### src/rtl/draw_cmd_scheduler_pkg.sv
// Shared constants and FSM encoding for the rectangle draw command scheduler.
package draw_cmd_scheduler_pkg;

  localparam int unsigned DEF_NREQ           = 4;
  localparam int unsigned DEF_SPIXEL_X_WIDTH = 6;
  localparam int unsigned DEF_SPIXEL_Y_WIDTH = 6;
  localparam int unsigned DEF_SPIXEL_X_MAX   = 63;
  localparam int unsigned DEF_SPIXEL_Y_MAX   = 47;
  localparam int unsigned DEF_COLOR_ID_WIDTH = 8;
  localparam int unsigned DEF_TO_WIDTH       = 19;
  localparam int unsigned DEF_TIMEOUT        = 310000;

  typedef enum logic [2:0] {
    ST_IDLE   = 3'd0,
    ST_ACCEPT = 3'd1,
    ST_LAUNCH = 3'd2,
    ST_BUSY   = 3'd3,
    ST_DONE   = 3'd4,
    ST_ABORT  = 3'd5
  } state_e;

endpackage

### src/rtl/draw_cmd_scheduler_rr_arbiter.sv
// Combinational round-robin arbiter: first requester at or above ptr, wrapping mod NREQ.
module rr_arbiter
  import draw_cmd_scheduler_pkg::*;
#(
  parameter int unsigned NREQ  = DEF_NREQ,
  parameter int unsigned IDX_W = $clog2(NREQ)
) (
  input  logic [NREQ-1:0]  req,
  input  logic [IDX_W-1:0] ptr,
  output logic [NREQ-1:0]  grant_oh_c,
  output logic [IDX_W-1:0] grant_idx_c,
  output logic             any_c
);

  function automatic logic [IDX_W-1:0] wrap_add(input logic [IDX_W-1:0] base,
                                                 input int unsigned off);
    return IDX_W'((32'(base) + off) % NREQ);
  endfunction

  always_comb begin
    grant_idx_c = '0;
    any_c       = 1'b0;
    for (int unsigned k = 0; k < NREQ; k++) begin
      if (!any_c && req[wrap_add(ptr, k)]) begin
        any_c       = 1'b1;
        grant_idx_c = wrap_add(ptr, k);
      end
    end
    grant_oh_c = any_c ? (NREQ'(1) << grant_idx_c) : '0;
  end

endmodule

### src/rtl/draw_cmd_scheduler.sv
// Round-robin scheduler sharing one rectangle draw engine among NREQ clients,
// with corner normalisation/clamping and a watchdog that aborts hung draws.
module draw_cmd_scheduler
  import draw_cmd_scheduler_pkg::*;
#(
  parameter int unsigned NREQ           = DEF_NREQ,
  parameter int unsigned SPIXEL_X_WIDTH = DEF_SPIXEL_X_WIDTH,
  parameter int unsigned SPIXEL_Y_WIDTH = DEF_SPIXEL_Y_WIDTH,
  parameter int unsigned SPIXEL_X_MAX   = DEF_SPIXEL_X_MAX,
  parameter int unsigned SPIXEL_Y_MAX   = DEF_SPIXEL_Y_MAX,
  parameter int unsigned COLOR_ID_WIDTH = DEF_COLOR_ID_WIDTH,
  parameter int unsigned TO_WIDTH       = DEF_TO_WIDTH,
  parameter int unsigned TIMEOUT        = DEF_TIMEOUT
) (
  input  logic                               clk,
  input  logic                               rst,
  input  logic [NREQ-1:0]                    req_vld,
  output logic [NREQ-1:0]                    req_rdy,
  input  logic [NREQ*SPIXEL_X_WIDTH-1:0]     req_x0,
  input  logic [NREQ*SPIXEL_Y_WIDTH-1:0]     req_y0,
  input  logic [NREQ*SPIXEL_X_WIDTH-1:0]     req_x1,
  input  logic [NREQ*SPIXEL_Y_WIDTH-1:0]     req_y1,
  input  logic [NREQ*COLOR_ID_WIDTH-1:0]     req_color,
  output logic [NREQ-1:0]                    ack,
  output logic [NREQ-1:0]                    err,
  output logic                               busy,
  output logic [SPIXEL_X_WIDTH-1:0]          eng_x0,
  output logic [SPIXEL_Y_WIDTH-1:0]          eng_y0,
  output logic [SPIXEL_X_WIDTH-1:0]          eng_x1,
  output logic [SPIXEL_Y_WIDTH-1:0]          eng_y1,
  output logic [COLOR_ID_WIDTH-1:0]          eng_data,
  output logic                               eng_vld,
  input  logic                               eng_done,
  output logic                               eng_rst
);

  localparam int unsigned IDX_W = $clog2(NREQ);
  localparam int unsigned XW    = SPIXEL_X_WIDTH;
  localparam int unsigned YW    = SPIXEL_Y_WIDTH;
  localparam int unsigned CW    = COLOR_ID_WIDTH;

  state_e           state_q, state_d;
  logic [IDX_W-1:0] ptr_q, ptr_d;
  logic [IDX_W-1:0] grant_q, grant_d;
  logic [TO_WIDTH-1:0] wd_q, wd_d;
  logic [NREQ-1:0]  req_rdy_q, req_rdy_d;
  logic [NREQ-1:0]  ack_q, ack_d;
  logic [NREQ-1:0]  err_q, err_d;
  logic             busy_q, busy_d;
  logic             eng_vld_q, eng_vld_d;
  logic             eng_rst_q, eng_rst_d;
  logic [XW-1:0]    eng_x0_q, eng_x0_d, eng_x1_q, eng_x1_d;
  logic [YW-1:0]    eng_y0_q, eng_y0_d, eng_y1_q, eng_y1_d;
  logic [CW-1:0]    eng_data_q, eng_data_d;

  logic [NREQ-1:0]  arb_oh_c;
  logic [IDX_W-1:0] arb_idx_c;
  logic             arb_any_c;
  logic [NREQ-1:0]  grant_oh_c;

  logic [XW-1:0] x0_a [NREQ];
  logic [XW-1:0] x1_a [NREQ];
  logic [YW-1:0] y0_a [NREQ];
  logic [YW-1:0] y1_a [NREQ];
  logic [CW-1:0] col_a [NREQ];

  logic [XW-1:0] x_lo_c, x_hi_c;
  logic [YW-1:0] y_lo_c, y_hi_c;

  rr_arbiter #(
    .NREQ  (NREQ),
    .IDX_W (IDX_W)
  ) u_arb (
    .req         (req_vld),
    .ptr         (ptr_q),
    .grant_oh_c  (arb_oh_c),
    .grant_idx_c (arb_idx_c),
    .any_c       (arb_any_c)
  );

  for (genvar gi = 0; gi < NREQ; gi++) begin : g_unpack
    assign x0_a[gi]  = req_x0[gi*XW +: XW];
    assign x1_a[gi]  = req_x1[gi*XW +: XW];
    assign y0_a[gi]  = req_y0[gi*YW +: YW];
    assign y1_a[gi]  = req_y1[gi*YW +: YW];
    assign col_a[gi] = req_color[gi*CW +: CW];
  end

  assign grant_oh_c = NREQ'(1) << grant_q;

  function automatic logic [XW-1:0] clamp_x(input logic [XW-1:0] v);
    return (32'(v) > SPIXEL_X_MAX) ? XW'(SPIXEL_X_MAX) : v;
  endfunction

  function automatic logic [YW-1:0] clamp_y(input logic [YW-1:0] v);
    return (32'(v) > SPIXEL_Y_MAX) ? YW'(SPIXEL_Y_MAX) : v;
  endfunction

  // Granted client's corners sorted to top-left/bottom-right, then clamped to screen.
  always_comb begin
    x_lo_c = clamp_x((x0_a[grant_q] < x1_a[grant_q]) ? x0_a[grant_q] : x1_a[grant_q]);
    x_hi_c = clamp_x((x0_a[grant_q] < x1_a[grant_q]) ? x1_a[grant_q] : x0_a[grant_q]);
    y_lo_c = clamp_y((y0_a[grant_q] < y1_a[grant_q]) ? y0_a[grant_q] : y1_a[grant_q]);
    y_hi_c = clamp_y((y0_a[grant_q] < y1_a[grant_q]) ? y1_a[grant_q] : y0_a[grant_q]);
  end

  always_comb begin
    state_d    = state_q;
    ptr_d      = ptr_q;
    grant_d    = grant_q;
    wd_d       = wd_q;
    req_rdy_d  = '0;
    ack_d      = '0;
    err_d      = '0;
    eng_vld_d  = 1'b0;
    eng_rst_d  = 1'b0;
    eng_x0_d   = eng_x0_q;
    eng_y0_d   = eng_y0_q;
    eng_x1_d   = eng_x1_q;
    eng_y1_d   = eng_y1_q;
    eng_data_d = eng_data_q;

    unique case (state_q)
      ST_IDLE: begin
        if (arb_any_c) begin
          state_d   = ST_ACCEPT;
          grant_d   = arb_idx_c;
          req_rdy_d = arb_oh_c;
        end
      end
      ST_ACCEPT: begin
        state_d    = ST_LAUNCH;
        eng_x0_d   = x_lo_c;
        eng_x1_d   = x_hi_c;
        eng_y0_d   = y_lo_c;
        eng_y1_d   = y_hi_c;
        eng_data_d = col_a[grant_q];
        eng_vld_d  = 1'b1;
        ptr_d      = IDX_W'((32'(grant_q) + 32'd1) % NREQ);
      end
      ST_LAUNCH: begin
        state_d = ST_BUSY;
        wd_d    = '0;
      end
      // A done pulse in the timeout cycle still counts as completion.
      ST_BUSY: begin
        if (eng_done) begin
          state_d = ST_DONE;
          ack_d   = grant_oh_c;
        end else if (wd_q == TO_WIDTH'(TIMEOUT - 1)) begin
          state_d   = ST_ABORT;
          err_d     = grant_oh_c;
          eng_rst_d = 1'b1;
        end else begin
          wd_d = wd_q + 1'b1;
        end
      end
      ST_DONE:  state_d = ST_IDLE;
      ST_ABORT: state_d = ST_IDLE;
      default:  state_d = ST_IDLE;
    endcase

    busy_d = (state_d != ST_IDLE);
  end

  always_ff @(posedge clk) begin
    if (rst) begin
      state_q    <= ST_IDLE;
      ptr_q      <= '0;
      grant_q    <= '0;
      wd_q       <= '0;
      req_rdy_q  <= '0;
      ack_q      <= '0;
      err_q      <= '0;
      busy_q     <= 1'b0;
      eng_vld_q  <= 1'b0;
      eng_rst_q  <= 1'b0;
      eng_x0_q   <= '0;
      eng_y0_q   <= '0;
      eng_x1_q   <= '0;
      eng_y1_q   <= '0;
      eng_data_q <= '0;
    end else begin
      state_q    <= state_d;
      ptr_q      <= ptr_d;
      grant_q    <= grant_d;
      wd_q       <= wd_d;
      req_rdy_q  <= req_rdy_d;
      ack_q      <= ack_d;
      err_q      <= err_d;
      busy_q     <= busy_d;
      eng_vld_q  <= eng_vld_d;
      eng_rst_q  <= eng_rst_d;
      eng_x0_q   <= eng_x0_d;
      eng_y0_q   <= eng_y0_d;
      eng_x1_q   <= eng_x1_d;
      eng_y1_q   <= eng_y1_d;
      eng_data_q <= eng_data_d;
    end
  end

  assign req_rdy  = req_rdy_q;
  assign ack      = ack_q;
  assign err      = err_q;
  assign busy     = busy_q;
  assign eng_vld  = eng_vld_q;
  assign eng_rst  = eng_rst_q;
  assign eng_x0   = eng_x0_q;
  assign eng_y0   = eng_y0_q;
  assign eng_x1   = eng_x1_q;
  assign eng_y1   = eng_y1_q;
  assign eng_data = eng_data_q;

endmodule

### config.mk
export PLATFORM = sky130hd
export DESIGN_NAME = draw_cmd_scheduler
export DESIGN_NICKNAME = d
export VERILOG_FILES = /design/src/rtl/draw_cmd_scheduler_pkg.sv /design/src/rtl/draw_cmd_scheduler_rr_arbiter.sv /design/src/rtl/draw_cmd_scheduler.sv
export SDC_FILE = /design/constraint.sdc
export NUM_CORES = 1
export LEC_CHECK = 0
export CAP_MARGIN = 40
export CORE_MARGIN = 1
export CORE_UTILIZATION = 30
export DETAILED_ROUTE_END_ITERATION = 10
export GPL_TIMING_DRIVEN = 0
export PLACE_DENSITY_LB_ADDON = 0.25
export RECOVER_POWER = 50
export SLEW_MARGIN = 15
export SYNTH_ARGS = -nofsm -noshare
export SYNTH_HDL_FRONTEND = slang
export SYNTH_HIERARCHICAL = 1
export SYNTH_SLANG_ARGS = --single-unit
### constraint.sdc
create_clock -name clk -period 4 [get_ports clk]
set_input_delay 0.4 -clock clk [delete_from_list [all_inputs] [get_ports clk]]
set_output_delay 0.4 -clock clk [all_outputs]
set_load 0.005 [all_outputs]
### Yosys cells after proc, flatten, opt, wreduce, memory -nomap -nowiden

Cells that the tools add are included.

* register bits after elaboration: 73
* word-level logic and storage cells: 104
* output and inout port bits: 47
* bits of input ports: 135

* add/subtract/negate cells: 5
* equal/unequal tests: 6
* reduce and logical (&&, ||, !) cells: 15
* magnitude comparators: 9
* shift operators: 2
* muxes and demuxes: 46
* bitwise gates (word level): 6

Operator list (number)
* $mux 6: 14
* $bmux 6 s2: 4
* $mux 19: 2
* $pmux 19 s2: 1
* $add 19x1->19 const B: 1
* $eq 19x19->1 const B: 1
* $bmux 8 s2: 1
* $mux 8: 2
* $gt 6x6->1 const B: 2
* $lt 2x3->1 const B: 4
* $lt 6x6->1: 2
* $pmux 3 s4: 1
* $mux 1: 10
* $mux 3: 3
* $reduce_or 3->1: 3
* $bmux 1 s2: 4
* $mux 2: 4
* $shl 1x2->4 const A: 2
* $eq 3x2->1 const B: 2
* $not 1->1: 5
* $add 2x1->2 const B: 2
* $add 2x2->2 const B: 2
* $ne 2x2->1 const B: 2
* $reduce_or 4->1: 1
* 10 further kinds: 14

### Logic depth before layout (Yosys ltp)

* depth after elaboration: 15
* depth in mapped cells: 12
* gate-level depth less buffers: 8

### By module

The synthesis kept the hierarchy.

By module, submodules not included
* draw_cmd_scheduler: area an instance 4266.6 µm², cells each 451, times used 1, sequential area each 1461.4 µm²
* rr_arbiter: area an instance 211.5 µm², cells each 33, times used 1, sequential area each 0.0 µm²

### Least setup slack after synthesis

No wires, ideal clock.

* path type: register to register
* start point: reg grant_q[0]
* end point: reg eng_x1_q[1], in the netlist eng_x1[1]
* path buffers: 5
* required time: 3.914 ns
* setup slack: 0.952 ns
* setup time: 0.086 ns
* period minus slack after synthesis: 3.048 ns
* arrival time: 2.962 ns
* stages on the path, launching flop included: 13
* path through: dfxtp_1 -> buf_4 -> buf_4 -> buf_4 -> buf_4 -> mux4_2 -> ha_1 -> and4_1 -> nand2_1 -> o211ai_4 -> buf_6 -> nor3_1 -> a211oi_1

* word-level cells in the longest chain between the ends: 6
* elaborated cells between the ends (all ways): 9
* classes of those cells: order compare (1); mux (7); bitwise (1)

Ends and longest elaborated chain
* start: declaration: line draw_cmd_scheduler.sv:44 `logic [IDX_W-1:0] grant_q, grant_d;`
* start signal: assignment: line draw_cmd_scheduler.sv:186 `grant_q <= grant_d;`
* $not 2->3 (implied by the code) (*): line draw_cmd_scheduler.sv:102 `x_hi_c = clamp_x((x0_a[grant_q] < x1_a[grant_q]) ? x1_a[grant_q] : x0_a[grant_q]);`
* $bmux 6 s2: line draw_cmd_scheduler.sv:102
* $mux 6 (implied by the code) (2 in series): line draw_cmd_scheduler.sv:102
* $lt 6x6->1: line draw_cmd_scheduler.sv:102
* $mux 6 (*): line draw_cmd_scheduler.sv:102
* end signal: assignment: line draw_cmd_scheduler.sv:196 `eng_x1_q <= eng_x1_d;`
* end: declaration: line draw_cmd_scheduler.sv:52 `logic [XW-1:0] eng_x0_q, eng_x0_d, eng_x1_q, eng_x1_d;`

Mark *: on every way between the ends. The rest lies on a longest branch, timed or not. The select of a mux whose other input is x is not followed.
A chain may end at the register's enable or synchronous reset.

### Worst setup path after layout

* start point: reg grant_q[1]
* end point: reg eng_x1_q[1], in the netlist eng_x1[1]

Same word-level chain as after synthesis.

==> impl_metrics.json <==
{
  "r2r-start": "grant_q[1]",
  "synth_edf_count": 0,
  "wl_per_cell_um": 16.55,
  "cts_hold_buf": 0,
  "max-clock-path-buffers": 2,
  "setup_viol": 0,
  "met1_usage": 0.2130,
  "detail-route-antenna-nets": 0,
  "period_minus_slack_ns": 3.415,
  "nets": 822,
  "r2r_slack_ns": 0.58,
  "drive_above_1_share": 0.1123,
  "num_rows": 44,
  "start_kind": "flip-flop",
  "synth.distinct_cells": 62,
  "yosysWarnings": 6,
  "hold_path_class": "reg2reg",
  "r2r-end": "eng_x1[1]",
  "hp-start": "eng_data[2]",
  "status": "finished clean",
  "maxCapViolCount": 0,
  "synth_adder_area_share": 0.04191,
  "synth-seq-cells": 73,
  "critPathCaptureType": "flip-flop",
  "cts_buffers": 9,
  "start_util": 0.3081,
  "clockRootBuffer": "clkbuf_16",
  "via_per_inst": 5.258,
  "clk_latency_ns": 0.34,
  "grt-busiest-layer": "met2",
  "syn_inst": 484,
  "antenna_found_initial": 0,
  "critPathMaxStageDelay_ns": 0.60,
  "power.density_nw_per_um2": 419.2,
  "synth_compound_area_frac": 0.1822,
  "dr.pass1.iters": 5,
  "critPathKind": "reg2reg",
  "fin_cells": 861,
  "cts_tree": "done",
  "slowest_stage": "dfxtp_1",
  "hold_depth": 2,
  "finalWorstSetupSlack_ns": 0.5847,
  "die_area_um2": 15420,
  "ys.flop_type": "dfxtp_1",
  "grt_use_met3": 0.06044,
  "period_share": 0.8538,
  "grt_max_degree": 14,
  "timing.critical_path.buf_inv": 4,
  "first_global_vias": 4585,
  "clkTransAtPathRegs_ns": 0.06,
  "place_hpwl_um": 11530,
  "synth_top_family_by_area": "simple AND/OR/NAND/NOR gates",
  "leakagePower_uw": 0.002589,
  "reg2reg_depth": 11,
  "crit_family": "buffers and inverters",
  "ctsResizeCount": 0,
  "drv_slew": 0,
  "path_max_fanout": 10,
  "synth_nets": 634,
  "hold_viol_final": 0,
  "drt_iter0_markers": 204,
  "synth_xor_area_frac": 0.001956,
  "vias": 4527,
  "synthSimpleGateAreaFrac": 0.2112,
  "cp_common_cell": "buf_2",
  "tightestPinTransition_ns": 1.272,
  "gr-usage-all-layers": 0.1926,
  "gr-total-overflow": 0,
  "die_x_um": 124.2,
  "cts_max_level": 3,
  "drc_errors": 0,
  "place_inst": 845,
  "rsz0062_at_grt": "no",
  "grt_pass1_wl_um": 22360,
  "dp_slack_ns": 0.5218,
  "whs_endpoint": "eng_data[2]",
  "holdWs_ns": 0.4564,
  "syn_area_um2": 4478,
  "crit_chain": "buf_2, buf_2, buf_2, mux4_2, ha_1, and4_1, nand2_1, o211ai_4, buf_6, nor3_1, a211oi_1",
  "gp_congestion": 0.8832,
  "die_y_um": 124.2,
  "arrival_ns": 3.67,
  "muxShareOfSynthArea": 0.1811,
  "post-cts-setup-buffer-count": 0,
  "avgSynthCellArea_um2": 9.252,
  "timing.fmax_mhz": 292.8,
  "clock-sinks": 73,
  "required_ns": 4.25,
  "ys_seq_area_frac": 0.3263,
  "finalClockSkew_ns": 0.008163,
  "core_region_area_um2": 14530,
  "grtUsageMet2": 0.3336,
  "ioPinCount": 182,
  "irDropWorstVdd_mv": 0.1944,
  "synthArstFlopShare": 0,
  "antennaDiodeCount": 0,
  "syn2layout_area_growth_pct": 50.99,
  "slew-limit-headroom": 0.1401,
  "tns_ns": 0,
  "portBuffers": 177,
  "wirelength_um": 14250
}
## cells in the mapped netlist (all sizes together), types with 3 or more instances
cell    count  area [um^2]
o31ai       6        45.04
nor4        3        18.77
a211oi      5        37.54
mux4       32        720.7
and3b       8        70.07
a31oi       5        31.28
and2        7        43.79
or3         9        56.30
and3       10        62.56
buf        16        113.9
o21ai      34        181.4
nand2      49        183.9
nor2       23        86.33
a21o        3        22.52
inv        18        67.56
clkbuf     17        66.31
or4         7        56.30
nand3      14        75.07
a21oi      54        274.0
nand2b      8        50.05
nand3b      3        22.52
o21a        4        30.03
dfxtp      73         1461
nor3       17        85.08
mux2i       9        90.09
ha         15        187.7
## report_power, final
part	leakage [uW]	internal, uW	switching [uW]
Combinational	0.00184	562	552
Clock	0.000153	502	322
Sequential	0.000595	831	64.1
Total	0.00259	1900	939
## worst max path at each step
stage / start / end / slack, ns / depth (start not counted)
finish: grant_q[1] / eng_x1[1] / 0.58 / 11
global route: grant_q[0] / eng_x1[5] / 0.27 / 12
CTS: grant_q[0] / eng_x1[1] / 0.53 / 12
detailed placement: grant_q[0] / eng_x1[1] / 0.52 / 12
global placement: grant_q[0] / eng_x1[4] / 0.60 / 12
floorplan: grant_q[0] / eng_x1[1] / 0.95 / 12
## cells by family after synthesis
logic type	count (synthesis)
muxes	41
adders and majority gates	15
buffers and inverters	51
xor gates and xnor gates	1
and+or+nand+nor	173
AOI/OAI and AO/OA	130
DFF	73
## tightest hold or removal path: cells and delay by family (launching register included)
family,cells,cell delay [ns]
simple gates,1,0.05
flops,1,0.30
compound gates,1,0.05
## routing by layer
metal | share of wire | vias to the layer above
met1 | 0.40 | 2152
li1 | - | 2186
met2 | 0.50 | 168
met4 | 0.023 | 0
met3 | 0.080 | 21
met5 | 0 | -
## cells in the final DEF (no fill, tap or decap), types with 18 or more instances in the layout
| cell | instances |
|---|---|
| a21oi_1 | 53 |
| inv_1 | 18 |
| clkdlybuf4s50_1 | 129 |
| dlygate4sd3_1 | 48 |
| mux4_2 | 32 |
| dfxtp_1 | 73 |
| nor2_1 | 23 |
| nand2_1 | 49 |
| o21ai_0 | 32 |
## stage by stage
stage,power (uW),cell area (um^2),util
CTS,2898,6790,0.4672
finish,2834,6761,0.4652
detailed placement,2067,6485,0.4462
global placement,2047,6480,0.4459
floorplan,1556,4478,-
global route,3013,6761,0.4652
## sequential cells by signal, summed over array words and instances (netlist names)
name,flops
busy,1
eng_y0,6
err,4
ptr_q,2
eng_y1,6
eng_data,8
ack,4
wd_q,19
eng_rst,1
grant_q,2
state_q,3
req_rdy,4
eng_x0,6
eng_vld,1
eng_x1,6
## cell type report
class                   instances  area, um^2
fillers                      1436        7772
clock buffers                  10       239.0
well taps                     184       230.2
clock inverters                 6       66.31
plain buffers                  33       171.4
flip-flops and latches         73        1461
repair buffers                177        1772
inverters                      18       67.56
multi-input cells             360        2754
(Power assumes the default switching activity.)
